### config.mk
export PLATFORM = sky130hd
export DESIGN_NAME = peripheral_timer_multi_ahb3
export DESIGN_NICKNAME = d
export VERILOG_FILES = /design/src/rtl/peripheral_timer_multi_ahb3.sv
export SDC_FILE = /design/constraint.sdc
export NUM_CORES = 2
export LEC_CHECK = 0
export CAP_MARGIN = 20
export CORE_ASPECT_RATIO = 1.1
export CORE_MARGIN = 1
export CORE_UTILIZATION = 61
export DETAILED_ROUTE_END_ITERATION = 12
export GPL_TIMING_DRIVEN = 1
export PLACE_DENSITY = 0.8
export SLEW_MARGIN = 10
export SYNTH_ARGS = -nofsm -noshare
export SYNTH_HDL_FRONTEND = slang
export SYNTH_SLANG_ARGS = --single-unit
### constraint.sdc
create_clock -name HCLK -period 21.2 [get_ports HCLK]
set_input_delay 5.3 -clock HCLK [delete_from_list [all_inputs] [get_ports HCLK]]
set_output_delay 5.3 -clock HCLK [all_outputs]
set_load 0.005 [all_outputs]
### src/rtl/peripheral_timer_multi_ahb3.sv
// Multi-channel AHB3-Lite timer: prescaled 32b down-counters, W1C pending bits, per-channel IRQs.
// Define PERIPHERAL_TIMER_CAPTURE_EN to add synchronised capt_i capture inputs.
module peripheral_timer_multi_ahb3 #(
  parameter int HADDR_SIZE     = 32,
  parameter int HDATA_SIZE     = 32,
  parameter int CHANNELS       = 4,
  parameter int PRESCALE_WIDTH = 16
) (
  input  logic                  HCLK,
  input  logic                  HRESET,
  input  logic                  HSEL,
  input  logic [HADDR_SIZE-1:0] HADDR,
  input  logic [HDATA_SIZE-1:0] HWDATA,
  output logic [HDATA_SIZE-1:0] HRDATA,
  input  logic                  HWRITE,
  input  logic [2:0]            HSIZE,
  input  logic [2:0]            HBURST,
  input  logic [3:0]            HPROT,
  input  logic [1:0]            HTRANS,
  output logic                  HREADYOUT,
  input  logic                  HREADY,
  output logic                  HRESP,
  output logic                  tint,
  output logic [CHANNELS-1:0]   tint_ch
`ifdef PERIPHERAL_TIMER_CAPTURE_EN
  ,
  input  logic [CHANNELS-1:0]   capt_i
`endif
);

  localparam int CH = CHANNELS;
  localparam int PW = PRESCALE_WIDTH;
  localparam logic [31:0] INFO = {16'h0, 8'(PRESCALE_WIDTH), 8'(CHANNELS)};

  if (HDATA_SIZE != 32) begin : g_bad_data
    $error("HDATA_SIZE must be 32");
  end
  if (CHANNELS < 1 || CHANNELS > 8) begin : g_bad_ch
    $error("CHANNELS must be 1..8");
  end

  logic          dvalid, dwrite;
  logic [9:0]    daddr;
  logic [3:0]    dbe, be;
  logic [31:0]   wd, rdata;
  logic          aphase, wr, wr_pend, wr_ien, wr_gctrl;
  logic          run;
  logic [CH-1:0] pending, ienable, en, oneshot;
  logic [CH-1:0] tick, expire, cap_rise, hw_set, w1c;
  logic [CH-1:0] wr_ctrl, wr_pre, wr_rel, wr_cnt;
  logic [PW-1:0] prescale [CH];
  logic [PW-1:0] pcnt     [CH];
  logic [31:0]   reload   [CH];
  logic [31:0]   count    [CH];
  logic [31:0]   capture  [CH];
  logic          unused;

  assign unused    = ^{HBURST, HPROT, HTRANS[0], HADDR[HADDR_SIZE-1:12]};
  assign HREADYOUT = 1'b1;
  assign HRESP     = 1'b0;
  assign aphase    = HSEL & HTRANS[1];
  assign wd        = HWDATA[31:0];

  function automatic logic [31:0] merge(input logic [31:0] old,
                                        input logic [31:0] nw,
                                        input logic [3:0]  lanes);
    logic [31:0] r;
    r = old;
    for (int i = 0; i < 4; i++)
      if (lanes[i]) r[8*i +: 8] = nw[8*i +: 8];
    return r;
  endfunction

  always_comb begin
    case (HSIZE)
      3'b000:  be = 4'b0001 << HADDR[1:0];
      3'b001:  be = HADDR[1] ? 4'b1100 : 4'b0011;
      default: be = 4'b1111;
    endcase
  end

  always_comb begin
    rdata = '0;
    case (HADDR[11:2])
      10'h000: rdata = 32'(pending);
      10'h001: rdata = 32'(ienable);
      10'h002: rdata = {31'b0, run};
      10'h003: rdata = INFO;
      default: ;
    endcase
    for (int n = 0; n < CH; n++) begin
      if (HADDR[11:2] == 10'(8*n+8))  rdata = {30'b0, oneshot[n], en[n]};
      if (HADDR[11:2] == 10'(8*n+9))  rdata = 32'(prescale[n]);
      if (HADDR[11:2] == 10'(8*n+10)) rdata = reload[n];
      if (HADDR[11:2] == 10'(8*n+11)) rdata = count[n];
      if (HADDR[11:2] == 10'(8*n+12)) rdata = capture[n];
    end
  end

  always_ff @(posedge HCLK or posedge HRESET) begin
    if (HRESET) begin
      dvalid <= 1'b0;
      dwrite <= 1'b0;
      daddr  <= '0;
      dbe    <= '0;
      HRDATA <= '0;
    end else if (HREADY) begin
      dvalid <= aphase;
      dwrite <= HWRITE;
      daddr  <= HADDR[11:2];
      dbe    <= be;
      if (aphase & ~HWRITE) HRDATA <= rdata;
    end
  end

  always_comb begin
    wr       = dvalid & dwrite;
    wr_pend  = wr && daddr == 10'h000;
    wr_ien   = wr && daddr == 10'h001;
    wr_gctrl = wr && daddr == 10'h002;
    w1c      = wr_pend ? CH'(merge(32'd0, wd, dbe)) : '0;
    for (int n = 0; n < CH; n++) begin
      wr_ctrl[n] = wr && daddr == 10'(8*n+8);
      wr_pre[n]  = wr && daddr == 10'(8*n+9);
      wr_rel[n]  = wr && daddr == 10'(8*n+10);
      wr_cnt[n]  = wr && daddr == 10'(8*n+11);
      tick[n]    = run & en[n] & (pcnt[n] == prescale[n]);
      expire[n]  = tick[n] & (count[n] == 32'd0);
    end
    hw_set = expire | cap_rise;
  end

  always_ff @(posedge HCLK or posedge HRESET) begin
    if (HRESET) begin
      run     <= 1'b0;
      ienable <= '0;
      pending <= '0;
      tint_ch <= '0;
      tint    <= 1'b0;
    end else begin
      if (wr_gctrl && dbe[0]) run <= wd[0];
      if (wr_ien) ienable <= CH'(merge(32'(ienable), wd, dbe));
      // a hardware set in the same cycle as a W1C keeps the bit set
      pending <= (pending & ~w1c) | hw_set;
      tint_ch <= pending & ienable;
      tint    <= |(pending & ienable);
    end
  end

  always_ff @(posedge HCLK or posedge HRESET) begin
    if (HRESET) begin
      en      <= '0;
      oneshot <= '0;
      for (int n = 0; n < CH; n++) begin
        prescale[n] <= '0;
        pcnt[n]     <= '0;
        reload[n]   <= '0;
        count[n]    <= '0;
      end
    end else begin
      for (int n = 0; n < CH; n++) begin
        if (run & en[n]) pcnt[n] <= tick[n] ? '0 : pcnt[n] + PW'(1);
        if (tick[n]) begin
          if (count[n] != 32'd0) count[n] <= count[n] - 32'd1;
          else if (!oneshot[n])  count[n] <= reload[n];
          else                   en[n]    <= 1'b0;
        end
        // software writes below override the hardware update above
        if (wr_ctrl[n] && dbe[0]) begin
          en[n]      <= wd[0];
          oneshot[n] <= wd[1];
          if (wd[0] & ~en[n]) begin
            count[n] <= reload[n];
            pcnt[n]  <= '0;
          end
        end
        if (wr_pre[n]) begin
          prescale[n] <= PW'(merge(32'(prescale[n]), wd, dbe));
          pcnt[n]     <= '0;
        end
        if (wr_rel[n]) reload[n] <= merge(reload[n], wd, dbe);
        if (wr_cnt[n]) begin
          count[n] <= merge(count[n], wd, dbe);
          pcnt[n]  <= '0;
        end
      end
    end
  end

`ifdef PERIPHERAL_TIMER_CAPTURE_EN
  logic [CH-1:0] cs1, cs2, cs3;

  assign cap_rise = cs2 & ~cs3;

  always_ff @(posedge HCLK or posedge HRESET) begin
    if (HRESET) begin
      cs1 <= '0;
      cs2 <= '0;
      cs3 <= '0;
      for (int n = 0; n < CH; n++) capture[n] <= '0;
    end else begin
      cs1 <= capt_i;
      cs2 <= cs1;
      cs3 <= cs2;
      for (int n = 0; n < CH; n++)
        if (cap_rise[n]) capture[n] <= count[n];
    end
  end
`else
  assign cap_rise = '0;

  always_comb begin
    for (int n = 0; n < CH; n++) capture[n] = '0;
  end
`endif

endmodule
After elaboration in Yosys (flattened, before gate mapping). Index checks and enable logic that the tools add are counted.

Shift-type cells: 1. Equality and inequality tests: 66. $add $sub $neg: 8. Reduce and logical (&&, ||, !) cells: 74. Muxes and demuxes: 93. Bitwise gates (word level): 28.

Operators by type and width (number): $mux 32 (44); $mux 16 (24); $eq 10x5->1 const B (18); $logic_not 32->1 (4); $reduce_bool 32->1 (4); $sub 32x1->32 const B (4); $eq 10x4->1 const B (9); $eq 10x6->1 const B (9); $add 16x1->16 const B (4); $eq 16x16->1 (4); $pmux 13 s4 (1); $reduce_and 2->1 (26); $mux 8 (4); $ne 2x2->1 const B (16); $eq 10x2->1 const B (3); $logic_and 1x1->1 (24); $eq 10x1->1 const B (2); $logic_not 10->1 (2); $and 1x1->1 (19); $mux 1 (16); $reduce_bool 2->1 (8); $mux 4 (3); $reduce_and 3->1 (4); $and 4x4->4 (2); other kinds (9) (16).

Register bits after elaboration: 454. Input port bits: 81. Logic and storage cells: 332. Output and inout bits: 39.

Depth between registers and ports, before layout.
Depth after elaboration: 22. Depth in mapped cells: 12.

Worst setup path after synthesis. OpenSTA, ideal clock, no wires.

Path type: input to register. Start point: input port HADDR[8]. End point: register HRDATA[25]. Stages: 10. Data arrival time: 7.683 ns. Path slack: 13.426 ns. Required time: 21.110 ns. Cell sequence: or4_1 clkbuf_1 or4_1 clkbuf_1 nor2_1 clkbuf_1 a221oi_1 a21oi_1 a221oi_1 o221ai_1.

Cells in the longest elaborated chain, start to end: 20.

Ends and longest elaborated chain: from (decl) (RTL line 12) `input logic [HADDR_SIZE-1:0] HADDR,`; $eq 10x4->1 (RTL line 93) `if (HADDR[11:2] == 10'(8*n+9)) rdata = 32'(prescale[n]);`; $mux 32 (RTL line 93); $mux 32 (RTL line 94) `if (HADDR[11:2] == 10'(8*n+10)) rdata = reload[n];`; $mux 32 (RTL line 95) `if (HADDR[11:2] == 10'(8*n+11)) rdata = count[n];`; $mux 32 (RTL line 96) `if (HADDR[11:2] == 10'(8*n+12)) rdata = capture[n];`; $mux 32 (RTL line 92) `if (HADDR[11:2] == 10'(8*n+8)) rdata = {30'b0, oneshot[n], en[n]};`; $mux 32 (RTL line 93); $mux 32 (RTL line 94); [... 4 more ...]; $mux 32 (RTL line 94); $mux 32 (RTL line 95); $mux 32 (RTL line 96); $mux 32 (RTL line 92); $mux 32 (RTL line 93); $mux 32 (RTL line 94); $mux 32 (RTL line 95); $mux 32 (*) (RTL line 96); to (signal assigned) (RTL line 112) `if (aphase & ~HWRITE) HRDATA <= rdata;`; to (decl) (RTL line 14) `output logic [HDATA_SIZE-1:0] HRDATA,`.

Every way passes the cells marked *; elsewhere a longest branch is shown, timed or not. A chain may end at the register's enable or synchronous reset.

Worst setup path after layout.
Start point: input port HREADY. End point: register HRDATA[24].

Cells in the longest elaborated chain, start to end: 1.

Ends and longest elaborated chain: from (decl) (RTL line 21) `input logic HREADY,`; $reduce_and 2->1 (no line).

Every way passes these cells.

==> results.ini <==
[outcome]
outcome = finished, final reports clean

[yosys]
yosys_warnings = 0
syn_area_per_cell_um2 = 8.65
synthDistinctLibCells = 92
number_of_synthesized_flops_with_an_enable_pin = 0
synthTopCellsByArea = sky130_fd_sc_hd__dfrtp_1, sky130_fd_sc_hd__mux2_2, sky130_fd_sc_hd__o21ai_0
async_flop_share_pct = 100
netlist.area_leader.share_pct = 39.1
post-synth-top-count-cell = sky130_fd_sc_hd__dfrtp_1
synth_top_cell_by_area = sky130_fd_sc_hd__dfrtp_1
seq_area_frac_synth_pct = 39.1
post_synth_inst_count = 3362
netlist_area_um2 = 29100
synth.ff_latch_count = 454
synthFlopType = sky130_fd_sc_hd__dfrtp_1
synth_commonest_cells = sky130_fd_sc_hd__dfrtp_1, sky130_fd_sc_hd__nor2_1, sky130_fd_sc_hd__o21ai_0
synthesized_nets = 3455

[global_route]
gr_util_all_layers_pct = 49.2
grt_pass1_wl_um = 179000
grt_max_degree = 98
first_global_vias = 28200
antenna_found_initial = 1
grt-ovfl-total = 0

[setup_path]
worst_path_dominant_cell_family = buffers and inverters
timing.critical_path.slowest_cell_delay_ns = 1.28
timing.critical_path.slowest_stage_cell = sky130_fd_sc_hd__clkdlybuf4s50_1
crit_chain = clkdlybuf4s50_1 > nand4b_1 > buf_4 > a41o_1 > a21oi_1 > o21a_1 > nor2b_1 > buf_4 > o21ai_0 > o221ai_1
most_frequent_cell_on_critical_path = sky130_fd_sc_hd__buf_4
crit_type = in -> reg
worst_setup_path_start_kind = primary input
cp_num_buf_inv = 3
timing.critical_path.arrival_ns = 9.90
critical_path.max_fanout = 33
cp.required_ns = 21.72
critical_path.endpoint_type = register

[detailed_routing]
wirelength_um = 120000
wl_per_cell_um = 29.9
dr_total_vias = 30200
first_iter_violations = 4953
first_pass_iters = 9
drt.antenna.violating_nets = 0
remaining_drc_errors = 0
viasPerCell = 7.51

[floorplan]
die_ht_um = 231
io_pins = 120
coreArea_um2 = 46800
floorplan.initialDensity_pct = 62.1
dieWidth_um = 210
core.rowCount = 83
die-area_um2 = 48500

[clock_tree]
clock_path_buffers = 3
cts-hold-fix-buffers = 0
cts.htree.levels = 2
clock_pin_transition_on_the_worst_setup_and_hold_timing_paths_ns = 0.06
tritoncts = yes
clockRootBuffer = sky130_fd_sc_hd__clkbuf_16
clock_latency_ns = 0.63
cts-buffers-inserted = 51
cts.sinks = 454
cts-resized-gates = 0
post-cts-setup-buffers = 0

[sta]
holdWs_ns = 0.481
worst_slew_pin_slew_ns = 1.28
relSlewSlack_pct = 14.6
setup-tns-final_ns = 0
finalHoldViolCount = 0
setup_violations = 0
final_max_slew_viol_count = 0
fin_crit_sh_pct = 44.2
setup_repair_after_global_routing_missed_its_margin = false
achievable_clock_frequency_mhz = 107
skew_ns = 0.0233
finalWorstPathRequiredPeriod_ns = 9.38

[job]
drv.max_cap_violation_count = 0

[final_layout]
final_net_count = 3439
final_standard_cell_count_with_taps_included_and_fillers_excluded = 4026
synthToLayoutAreaGrowth_pct = 11.2
final.fill_count = 3661
post_route_cells_drive_above_1_share_pct = 12.5

[place]
dp.cells = 3925
numPortBuffers = 89
detailedPlacementHpwl_um = 84000
globalplace.congestion = 1.02

[worst_hold_path]
holdCritPathClass = reg -> reg

[pwr]
cell_area_power_density_nw_per_um2 = 77.4
peakVddDrop_uv = 81.4
power_leakage_nw = 13.0

[through the flow]
step	area [µm²]	power [W]	utilization, %	setup slack, ns
floorplan	29100	0.00134	-	3.24
global placement	30500	0.00150	65.0	11.32
detailed placement	30500	0.00152	65.1	11.46
CTS	32300	0.00247	68.9	12.04
global route	32300	0.00257	69.0	11.74
finish	32300	0.00250	69.0	11.82
[routing by layer]
layer	wire, µm	global-route usage [%]	share of wire (%)
met1	44000	65.4	37
met2	48100	66.9	40
met3	16600	14.1	14
met4	11700	38.7	9.7
met5	0	0	0
[worst register-to-register path, delay by kind of cell (launching register included)]
family,cells,cell delay (ns)
simple gates,5,3.39
flops,1,0.47
compound gates,2,0.36
[final timing paths]
path / slack (ns) / to / depth (start not counted) / start
setup / recovery: 11.82 / HRDATA[24] / 10 / HREADY
hold / removal: 0.48 / HRDATA[6] / 2 / HRDATA[6]
setup reg to reg: 16.83 / count[60] / 7 / count[40]
hold reg to reg: 0.48 / HRDATA[6] / 2 / HRDATA[6]
max in group asynchronous: 12.82 / prescale[14] / 6 / HRESET
min in group asynchronous: 5.20 / count[121] / 2 / HRESET
[cell type report]
cell class                 instances  area [µm²]  area share [%]
antenna                            3        7.51          0.0232
clock buffer                      69        1490            4.60
clock inverter                    24         302           0.933
inverter                          74         285           0.883
multi-input combinational       2598       16600            51.4
sequential                       454       11400            35.1
tap                              637         797            2.47
timing repair buffer             167        1480            4.57
[cell usage in the layout (no fill, tap or decap), types with 11 or more instances in the layout]
cell and count:
sky130_fd_sc_hd__o211ai_1 29, sky130_fd_sc_hd__a211oi_1 29, sky130_fd_sc_hd__nor3_1 82, sky130_fd_sc_hd__nand2_1 295, sky130_fd_sc_hd__xnor2_1 43, sky130_fd_sc_hd__a221oi_1 42
sky130_fd_sc_hd__or3_1 35, sky130_fd_sc_hd__clkbuf_16 53, sky130_fd_sc_hd__dfrtp_1 454, sky130_fd_sc_hd__o31ai_1 20, sky130_fd_sc_hd__o21a_1 16, sky130_fd_sc_hd__and3_1 32
sky130_fd_sc_hd__o21ai_0 296, sky130_fd_sc_hd__a31oi_1 48, sky130_fd_sc_hd__mux2_2 211, sky130_fd_sc_hd__buf_4 73, sky130_fd_sc_hd__clkinv_2 12, sky130_fd_sc_hd__mux2i_1 71
sky130_fd_sc_hd__nand4_1 47, sky130_fd_sc_hd__a32oi_1 15, sky130_fd_sc_hd__or2_2 13, sky130_fd_sc_hd__o22ai_1 62, sky130_fd_sc_hd__or4_1 23, sky130_fd_sc_hd__nor2b_1 15
sky130_fd_sc_hd__ha_1 12, sky130_fd_sc_hd__a21oi_1 233, sky130_fd_sc_hd__o221ai_1 41, sky130_fd_sc_hd__nor4_1 63, sky130_fd_sc_hd__a22oi_1 30, sky130_fd_sc_hd__and2_1 19
sky130_fd_sc_hd__nand2b_1 31, sky130_fd_sc_hd__a41oi_1 11, sky130_fd_sc_hd__inv_1 72, sky130_fd_sc_hd__nor2_1 307, sky130_fd_sc_hd__xor2_1 85, sky130_fd_sc_hd__clkdlybuf4s50_1 87
sky130_fd_sc_hd__nand3_1 126
[state kept, by name (all words and copies together) (netlist names)]
| name | cells |
|---|---|
| en | 4 |
| reload | 128 |
| daddr | 10 |
| dvalid | 1 |
| prescale | 64 |
| dbe | 4 |
| ienable | 4 |
| dwrite | 1 |
| tint_ch | 4 |
| run | 1 |
| pcnt | 64 |
| count | 128 |
| tint | 1 |
| HRDATA | 32 |
| oneshot | 4 |
| pending | 4 |
[cell families after synthesis]
family,Yosys count,synth area share [%]
buf+inv,310,4.15
mux,284,10.8
compound gates,1012,22.2
other cells,2,0.0258
fa+ha+maj,12,0.516
flops,454,39.1
xor+xnor,128,3.86
simple gates,1160,19.4
[power by group]
part | internal [W] | switching, W | total [W]
sequential | 0.000943 | 0.000139 | 0.00108
clock | 0.000565 | 0.000396 | 0.000961
combinational | 0.000167 | 0.000292 | 0.000458
(Power assumes the default switching activity.)
